## src/rtl/vend_pkg.sv

```systemverilog
// +--------------------------------------------------------------------------+
// | Module   : vend_pkg                                                      |
// | Brief    : State encoding and default constants for vend_dispenser.      |
// | Revision : 1.0  initial release                                          |
// +--------------------------------------------------------------------------+
`default_nettype none

package vend_pkg;

   localparam int c_PULSE_CYC   = 4;
   localparam int c_TIMEOUT_CYC = 16;
   localparam int c_CNT_W       = 2;

   typedef enum logic [2:0] {
      ST_IDLE  = 3'd0,
      ST_VEND  = 3'd1,
      ST_EJECT = 3'd2,
      ST_GAP   = 3'd3,
      ST_FAULT = 3'd4
   } vend_state_t;

   function automatic int max2(input int a, input int b);
      return (a > b) ? a : b;
   endfunction

endpackage

`default_nettype wire

```

## src/rtl/vend_if.sv

```systemverilog
// +--------------------------------------------------------------------------+
// | Module   : vend_if                                                       |
// | Brief    : Request/actuator bundle between vending_fsm and dispenser.    |
// |            VEND_DISP_STATS_EN adds the completion counters.              |
// | Revision : 1.0  initial release                                          |
// +--------------------------------------------------------------------------+
`default_nettype none

interface vend_if
   import vend_pkg::*;
#(
   parameter int CNT_W = c_CNT_W
) ();

   logic             x;
   logic             y;
   logic             prod_sense;
   logic             motor_on;
   logic             coin_eject;
   logic             busy;
   logic             fault;
   logic             drop;
   logic [CNT_W-1:0] prod_pend;
   logic [CNT_W-1:0] coin_pend;
`ifdef VEND_DISP_STATS_EN
   logic [15:0]      vend_ok_cnt;
   logic [15:0]      coin_cnt;
`endif

`ifdef VEND_DISP_STATS_EN
   modport master (
      output x, y, prod_sense,
      input  motor_on, coin_eject, busy, fault, drop, prod_pend, coin_pend,
      input  vend_ok_cnt, coin_cnt
   );
   modport slave (
      input  x, y, prod_sense,
      output motor_on, coin_eject, busy, fault, drop, prod_pend, coin_pend,
      output vend_ok_cnt, coin_cnt
   );
`else
   modport master (
      output x, y, prod_sense,
      input  motor_on, coin_eject, busy, fault, drop, prod_pend, coin_pend
   );
   modport slave (
      input  x, y, prod_sense,
      output motor_on, coin_eject, busy, fault, drop, prod_pend, coin_pend
   );
`endif

endinterface

`default_nettype wire

```

## src/rtl/vend_req_q.sv

```systemverilog
// +--------------------------------------------------------------------------+
// | Module   : vend_req_q                                                    |
// | Brief    : Rising-edge request detector feeding a saturating pending     |
// |            counter with a sticky overflow flag.                          |
// | Revision : 1.0  initial release                                          |
// +--------------------------------------------------------------------------+
`default_nettype none

module vend_req_q #(
   parameter int CNT_W = 2
) (
   input  wire logic             clk,
   input  wire logic             rst,
   input  wire logic             i_req,
   input  wire logic             i_deq,
   input  wire logic             i_block,
   output logic      [CNT_W-1:0] o_pend,
   output logic                  o_drop
);

   localparam logic [CNT_W-1:0] c_MAX = '1;

   logic             r_req_q;
   logic [CNT_W-1:0] r_pend;
   logic             r_drop;
   logic             w_inc;

   assign w_inc = i_req & ~r_req_q & ~i_block;

   // The level history loads during reset too, so a held level is not a request.
   always_ff @(posedge clk) begin
      r_req_q <= i_req;
      if (rst) begin
         r_pend <= '0;
         r_drop <= 1'b0;
      end else begin
         case ({w_inc, i_deq})
            2'b10: begin
               if (r_pend == c_MAX) r_drop <= 1'b1;
               else                 r_pend <= r_pend + CNT_W'(1);
            end
            2'b01:   r_pend <= r_pend - CNT_W'(1);
            default: r_pend <= r_pend;
         endcase
      end
   end

   assign o_pend = r_pend;
   assign o_drop = r_drop;

endmodule

`default_nettype wire

```

## src/rtl/vend_dispenser.sv

```systemverilog
// +--------------------------------------------------------------------------+
// | Module   : vend_dispenser                                                |
// | Brief    : Serves queued product/coin requests: motor with drop-sensor   |
// |            timeout, fixed-width coin pulse. Option: VEND_DISP_STATS_EN.  |
// | Revision : 1.0  initial release                                          |
// +--------------------------------------------------------------------------+
`default_nettype none

module vend_dispenser
   import vend_pkg::*;
#(
   parameter int PULSE_CYC   = c_PULSE_CYC,
   parameter int TIMEOUT_CYC = c_TIMEOUT_CYC,
   parameter int CNT_W       = c_CNT_W
) (
   input  wire logic clk,
   input  wire logic rst,
   vend_if.slave     bus
);

   localparam int                 c_TMR_W      = $clog2(max2(PULSE_CYC, TIMEOUT_CYC)) + 1;
   localparam logic [c_TMR_W-1:0] c_TO_LAST    = c_TMR_W'(TIMEOUT_CYC - 1);
   localparam logic [c_TMR_W-1:0] c_PULSE_LAST = c_TMR_W'(PULSE_CYC - 1);

   vend_state_t        r_state, w_state_nxt;
   logic [c_TMR_W-1:0] r_tmr, w_tmr_nxt;
   logic               r_motor, r_coin, r_busy, r_fault;
   logic               w_deq_p, w_deq_c, w_block;
   logic [CNT_W-1:0]   w_prod_pend, w_coin_pend;
   logic               w_drop_p, w_drop_c;

   assign w_block = (r_state == ST_FAULT);

   vend_req_q #(.CNT_W(CNT_W)) u_prod_q (
      .clk(clk), .rst(rst), .i_req(bus.x), .i_deq(w_deq_p), .i_block(w_block),
      .o_pend(w_prod_pend), .o_drop(w_drop_p)
   );

   vend_req_q #(.CNT_W(CNT_W)) u_coin_q (
      .clk(clk), .rst(rst), .i_req(bus.y), .i_deq(w_deq_c), .i_block(w_block),
      .o_pend(w_coin_pend), .o_drop(w_drop_c)
   );

   // Timer only runs inside VEND/EJECT and restarts from 0 on entry.
   always_comb begin
      w_state_nxt = r_state;
      w_tmr_nxt   = '0;
      w_deq_p     = 1'b0;
      w_deq_c     = 1'b0;
      case (r_state)
         ST_IDLE: begin
            if (w_prod_pend != '0) begin
               w_state_nxt = ST_VEND;
               w_deq_p     = 1'b1;
            end else if (w_coin_pend != '0) begin
               w_state_nxt = ST_EJECT;
               w_deq_c     = 1'b1;
            end
         end
         ST_VEND: begin
            w_tmr_nxt = r_tmr + c_TMR_W'(1);
            if (bus.prod_sense)        w_state_nxt = ST_GAP;
            else if (r_tmr == c_TO_LAST) w_state_nxt = ST_FAULT;
         end
         ST_EJECT: begin
            w_tmr_nxt = r_tmr + c_TMR_W'(1);
            if (r_tmr == c_PULSE_LAST) w_state_nxt = ST_GAP;
         end
         ST_GAP:   w_state_nxt = ST_IDLE;
         ST_FAULT: w_state_nxt = ST_FAULT;
         default:  w_state_nxt = ST_IDLE;
      endcase
   end

   // Drives are decoded from the next state so they change with the state flop.
   always_ff @(posedge clk) begin
      if (rst) begin
         r_state <= ST_IDLE;
         r_tmr   <= '0;
         r_motor <= 1'b0;
         r_coin  <= 1'b0;
         r_busy  <= 1'b0;
         r_fault <= 1'b0;
      end else begin
         r_state <= w_state_nxt;
         r_tmr   <= w_tmr_nxt;
         r_motor <= (w_state_nxt == ST_VEND);
         r_coin  <= (w_state_nxt == ST_EJECT);
         r_busy  <= (w_state_nxt != ST_IDLE);
         r_fault <= (w_state_nxt == ST_FAULT);
      end
   end

   assign bus.motor_on   = r_motor;
   assign bus.coin_eject = r_coin;
   assign bus.busy       = r_busy;
   assign bus.fault      = r_fault;
   assign bus.drop       = w_drop_p | w_drop_c;
   assign bus.prod_pend  = w_prod_pend;
   assign bus.coin_pend  = w_coin_pend;

`ifdef VEND_DISP_STATS_EN
   logic [15:0] r_vend_ok_cnt, r_coin_cnt;

   always_ff @(posedge clk) begin
      if (rst) begin
         r_vend_ok_cnt <= '0;
         r_coin_cnt    <= '0;
      end else begin
         if (r_state == ST_VEND && w_state_nxt == ST_GAP)
            r_vend_ok_cnt <= r_vend_ok_cnt + 16'd1;
         if (r_state == ST_EJECT && w_state_nxt == ST_GAP)
            r_coin_cnt <= r_coin_cnt + 16'd1;
      end
   end

   assign bus.vend_ok_cnt = r_vend_ok_cnt;
   assign bus.coin_cnt    = r_coin_cnt;
`endif

endmodule

`default_nettype wire

```

## src/flat_wrapper.sv

```systemverilog
// flat-port wrapper written by rule: the top's interface ports become plain ports
module vend_dispenser_flat import vend_pkg::*;
#(
   parameter int PULSE_CYC   = c_PULSE_CYC,
   parameter int TIMEOUT_CYC = c_TIMEOUT_CYC,
   parameter int CNT_W       = c_CNT_W
)
  (clk, rst, bus_x, bus_y, bus_prod_sense, bus_motor_on, bus_coin_eject, bus_busy, bus_fault, bus_drop, bus_prod_pend, bus_coin_pend);
  vend_if #(.CNT_W(CNT_W)) bus_i ();
  input  wire logic clk;
  input  wire logic rst;
  input wire logic [$bits(bus_i.x)-1:0] bus_x;
  input wire logic [$bits(bus_i.y)-1:0] bus_y;
  input wire logic [$bits(bus_i.prod_sense)-1:0] bus_prod_sense;
  output wire logic [$bits(bus_i.motor_on)-1:0] bus_motor_on;
  output wire logic [$bits(bus_i.coin_eject)-1:0] bus_coin_eject;
  output wire logic [$bits(bus_i.busy)-1:0] bus_busy;
  output wire logic [$bits(bus_i.fault)-1:0] bus_fault;
  output wire logic [$bits(bus_i.drop)-1:0] bus_drop;
  output wire logic [$bits(bus_i.prod_pend)-1:0] bus_prod_pend;
  output wire logic [$bits(bus_i.coin_pend)-1:0] bus_coin_pend;
  assign bus_i.x = bus_x;
  assign bus_i.y = bus_y;
  assign bus_i.prod_sense = bus_prod_sense;
  assign bus_motor_on = bus_i.motor_on;
  assign bus_coin_eject = bus_i.coin_eject;
  assign bus_busy = bus_i.busy;
  assign bus_fault = bus_i.fault;
  assign bus_drop = bus_i.drop;
  assign bus_prod_pend = bus_i.prod_pend;
  assign bus_coin_pend = bus_i.coin_pend;
  vend_dispenser #(.PULSE_CYC(PULSE_CYC), .TIMEOUT_CYC(TIMEOUT_CYC), .CNT_W(CNT_W)) u_core (.clk(clk), .rst(rst), .bus(bus_i));
endmodule
```

## config.mk

```make
export PLATFORM = sky130hd
export DESIGN_NAME = vend_dispenser_flat
export DESIGN_NICKNAME = d
export VERILOG_FILES = /design/src/rtl/vend_pkg.sv /design/src/rtl/vend_if.sv /design/src/rtl/vend_req_q.sv /design/src/rtl/vend_dispenser.sv /design/src/flat_wrapper.sv
export SDC_FILE = /design/constraint.sdc
export NUM_CORES = 1
export LEC_CHECK = 0
export BUFFER_PORTS_ARGS = -buffer_cell sky130_fd_sc_hd__buf_4
export CAP_MARGIN = 10
export CORE_AREA = 4 4 46 48
export CTS_CLUSTER_DIAMETER = 150
export DETAILED_ROUTE_END_ITERATION = 16
export DIE_AREA = 0 0 50 52
export PLACE_DENSITY = 0.74
export SETUP_SLACK_MARGIN = 0.05
export SYNTH_ARGS = -nofsm -noshare
export SYNTH_HDL_FRONTEND = slang
export SYNTH_SLANG_ARGS = --single-unit
export TNS_END_PERCENT = 100
```

## constraint.sdc

```tcl
create_clock -name clk -period 4.3 [get_ports clk]
set_clock_uncertainty 0.1 [all_clocks]
set_input_delay 0.86 -clock clk [delete_from_list [all_inputs] [get_ports clk]]
set_output_delay 0.86 -clock clk [all_outputs]
set_load 0.05 [all_outputs]
```

==> results by group <==
Outcome
  • Status: completed

Timing
  • Period utilisation layout: 48.20%
  • Final setup viols: 0
  • Worst-margin pin slew: 0.3918 ns
  • Slew Viols, Final: 0
  • RSZ-0062 raised after global routing: no
  • Period minus WS final: 2.073 ns
  • Relative slew margins: 73.21%
  • Setup TNS: 0 ns
  • F_max: 482.5 MHz
  • Final Hold Viols: 0

Pwr
  • Lkg Pwr: 0.4358 nW
  • Power Dens Cells: 562.4 mW/mm²
  • VDD IR max: 229.5 µV

Cells and area
  • Area of the multi-input gates: 442.9 µm²
  • Share of layout cells above drive strength 1: 22.61%
  • Storage element area: 400.4 µm²
  • Number of nets in the layout: 123
  • Fin util: 60.81%
  • Area grow syn2layout: 15.76%
  • Fillers: 149
  • Antenna cells: 0

Job
  • Maxcap violations: 0

Yosys
  • Syn nets: 110
  • Mux cell area share after synthesis: 0%
  • Seq/Total Area, Yosys: 44.63%
  • Mapped Avg Cell Area: 8.710 µm²
  • Distinct cells, synth: 38
  • Post-Synth XOR/XNOR Area: 1.953%
  • Post-Synth Simple-Gate Area: 24.97%
  • Synthesized instance count: 103
  • Synth Area in Compound Gates: 19.67%
  • Adder-Cell Fraction of Synth Area: 2.789%
  • Warnings from Yosys: 0
  • Main combinational cell family by area after synthesis: simple AND/OR/NAND/NOR gates
  • Yosys reg bits: 20
  • Post-synthesis cell area: 897.1 µm²

Routing
  • Pre-Repair DR Iteration Count: 4
  • Routed len/inst: 11.40 µm
  • Initial DRC Count: 22
  • Routed Antenna Nets: 0
  • Routed vias/inst: 5.343
  • DRC viols: 0
  • Vias: 748
  • Drt total wl: 1596 µm

Critical path
  • R2r worst-path depth: 7
  • Worst-path maximum fanout: 11
  • Crit. End Element: primary output
  • Crit path cell chain: buf_4
  • CP Class: register to primary output
  • Worst path top cell family by delay: flip-flops
  • Worst r2r dst: u_core.bus.motor_on$_SDFF_PP0_
  • Startpoint types: register
  • R2R Path Start: u_core.r_tmr[0]$_SDFF_PP0_
  • Max stage delay cell, worst path: dfxtp_1
  • Worst Path Required: 3.34 ns
  • Data arrival time of the worst path: 1.11 ns
  • R2R setup slack: 2.38 ns
  • Max incr delay on CP: 0.54 ns
  • CP bufs+invs: 1

Floorplan
  • Initial core utilization: 52.53%
  • # IOs: 14
  • Die Width: 50 µm
  • CORE AREA: 0.001708 mm²
  • Num rows: 15
  • Die area: 0.002600 mm²
  • Die height: 52 µm

Global routing
  • Gr usage total: 13.88%
  • Global-route wire length before repair: 2691 µm
  • Gr ovfl total: 0
  • Initial antenna violation count: 0
  • Pin count of the biggest net entering global routing: 12
  • Vias in the first global route: 628

Place
  • IO buf count: 13
  • Hpwl dp: 1201 µm
  • GPL Wtd Cong: 0.7755

Min path
  • Min-delay src: u_core.r_tmr[0]$_SDFF_PP0_
  • Hold depth: 1
  • Worst Hold End: u_core.r_tmr[0]$_SDFF_PP0_
  • Worst Hold Class: register to register

Clock tree
  • Root buf cell: clkbuf_4
  • Clk sinks: 20
  • Worst skew pair latency: 0.31 ns
  • Resized cells post-CTS: 0
  • Clock transition at path regs: 0.11 ns
  • Post-CTS Hold Fix Bufs: 0
  • Post CTS Setup Buffer Count: 0
  • Longest Clk Path Bufs: 2
  • CTS tree: done
  • CTS Buf Count: 3
  • H-tree levels: 1
worst max path at each step:
stage,cells after the start,start,to,slack (ns)
global placement,5,bus_y,u_core.u_coin_q.o_pend[0]$_SDFFE_PP0P_,2.36
global route,1,u_core.u_prod_q.o_pend[0]$_SDFFE_PP0P_,bus_prod_pend[0],2.16
detailed placement,5,bus_y,u_core.u_coin_q.o_pend[0]$_SDFFE_PP0P_,2.34
floorplan,4,bus_y,u_core.u_coin_q.o_pend[0]$_SDFFE_PP0P_,2.47
finish,1,u_core.u_prod_q.o_pend[0]$_SDFFE_PP0P_,bus_prod_pend[0],2.23
CTS,1,u_core.u_prod_q.o_pend[0]$_SDFFE_PP0P_,bus_prod_pend[0],2.22
per-layer routing:
layer	GRT usage (%)	up-vias	part of all wire (%)
met5	0	-	0
met4	10.14	0	2.3
met3	5.444	5	5.3
met2	19.13	14	46
met1	17.28	345	46
li1	-	384	-
synthesized netlist by cell type:
cell type	count	area, µm²
xnor2_1	1	8.760
nor2b_1	3	18.77
a311o_1	1	10.01
a21o_2	2	17.52
inv_1	8	30.03
nand2_1	5	18.77
and2_2	1	7.510
o211ai_1	1	7.510
o21ai_0	4	20.02
nor4_1	1	6.260
nand2b_1	3	18.77
a21o_1	1	7.510
xor2_1	1	8.760
a311oi_1	1	8.760
o21a_1	1	7.510
or2_4	1	8.760
dfxtp_1	20	400.4
a211o_1	1	8.760
a211oi_1	1	7.510
clkbuf_1	1	3.750
nand3b_1	1	7.510
and3_1	1	6.260
a31oi_1	1	6.260
a2111oi_0	2	17.52
and4_1	1	8.760
nand3_1	1	5.000
a31o_1	1	8.760
buf_2	4	20.02
nor3_1	5	25.02
nand4_1	2	12.51
nor2_2	1	6.260
a21oi_1	4	20.02
a2bb2oi_1	1	8.760
nor3_2	1	10.01
nor2_1	12	45.04
ha_1	2	25.02
or2_2	3	18.77
a32o_1	2	20.02
report_power, final:
part | leakage (nW) | switching (W) | internal, W
Sequential | 0.163 | 0.0000336 | 0.000214
Combinational | 0.252 | 0.000137 | 0.0000903
Clock | 0.0210 | 0.0000571 | 0.0000517
cell families (layout without fill, tap and decap cells):
group / Yosys count / after routing
AND/OR/NAND/NOR: 42 / 42
AO/OA/AOI/OAI: 24 / 24
flip-flops: 20 / 20
buffers and inverters: 13 / 25
adder cells (fa/ha/maj): 2 / 2
XOR/XNOR: 2 / 2
sequential cells by signal, indices dropped and copies added (netlist names):
signal	flops
u_core.bus.fault	1
u_core.u_coin_q.o_pend	2
u_core.u_prod_q.o_drop	1
u_core.u_coin_q.o_drop	1
u_core.bus.motor_on	1
u_core.u_prod_q.r_req_q	1
u_core.r_state	3
u_core.u_prod_q.o_pend	2
u_core.r_tmr	5
u_core.u_coin_q.r_req_q	1
u_core.bus.busy	1
u_core.bus.coin_eject	1
metrics by stage:
| step | instance area [µm²] | hold slack (ns) | std cells | total power [W] | worst slack (ns) |
|---|---|---|---|---|---|
| after floorplan | 897.1 | 0.3179 | 103 | 0.0004290 | 2.465 |
| after global routing | 1039 | 0.3900 | 140 | 0.0006255 | 2.162 |
| after detailed placement | 1002 | 0.3452 | 136 | 0.0004797 | 2.340 |
| after global placement | 1002 | 0.3312 | 136 | 0.0004775 | 2.361 |
| final | 1039 | 0.3566 | 140 | 0.0005841 | 2.228 |
| after CTS | 1039 | 0.3641 | 140 | 0.0005903 | 2.218 |
worst register-to-register path: cells and delay by family (launching register included):
family,cells,cell delay [ns]
AO/OA/AOI/OAI,2,0.37
adder cells (fa/ha/maj),2,0.43
flip-flops,1,0.34
AND/OR/NAND/NOR,3,0.64
layout make-up:
class | count | area share [%]
Sequential cell | 20 | 38.55
Timing Repair Buffer | 13 | 9.398
Inverter | 8 | 2.892
Clock buffer | 4 | 3.494
Tap cell | 25 | 3.012
Multi-Input combinational cell | 70 | 42.65
placed cells by master (no fill, tap or decap), types with 2 or more instances in the layout:
cell type,Yosys,layout
a2111oi_0,2,2
a21o_2,2,2
a21oi_1,4,4
a32o_1,2,2
buf_4,0,13
clkbuf_4,0,3
dfxtp_1,20,20
ha_1,2,2
inv_1,8,8
nand2_1,5,5
nand2b_1,3,3
nand4_1,2,2
nor2_1,12,12
nor2b_1,3,3
nor3_1,5,5
o21ai_0,4,4
or2_2,3,3
(Power assumes the default switching activity.)
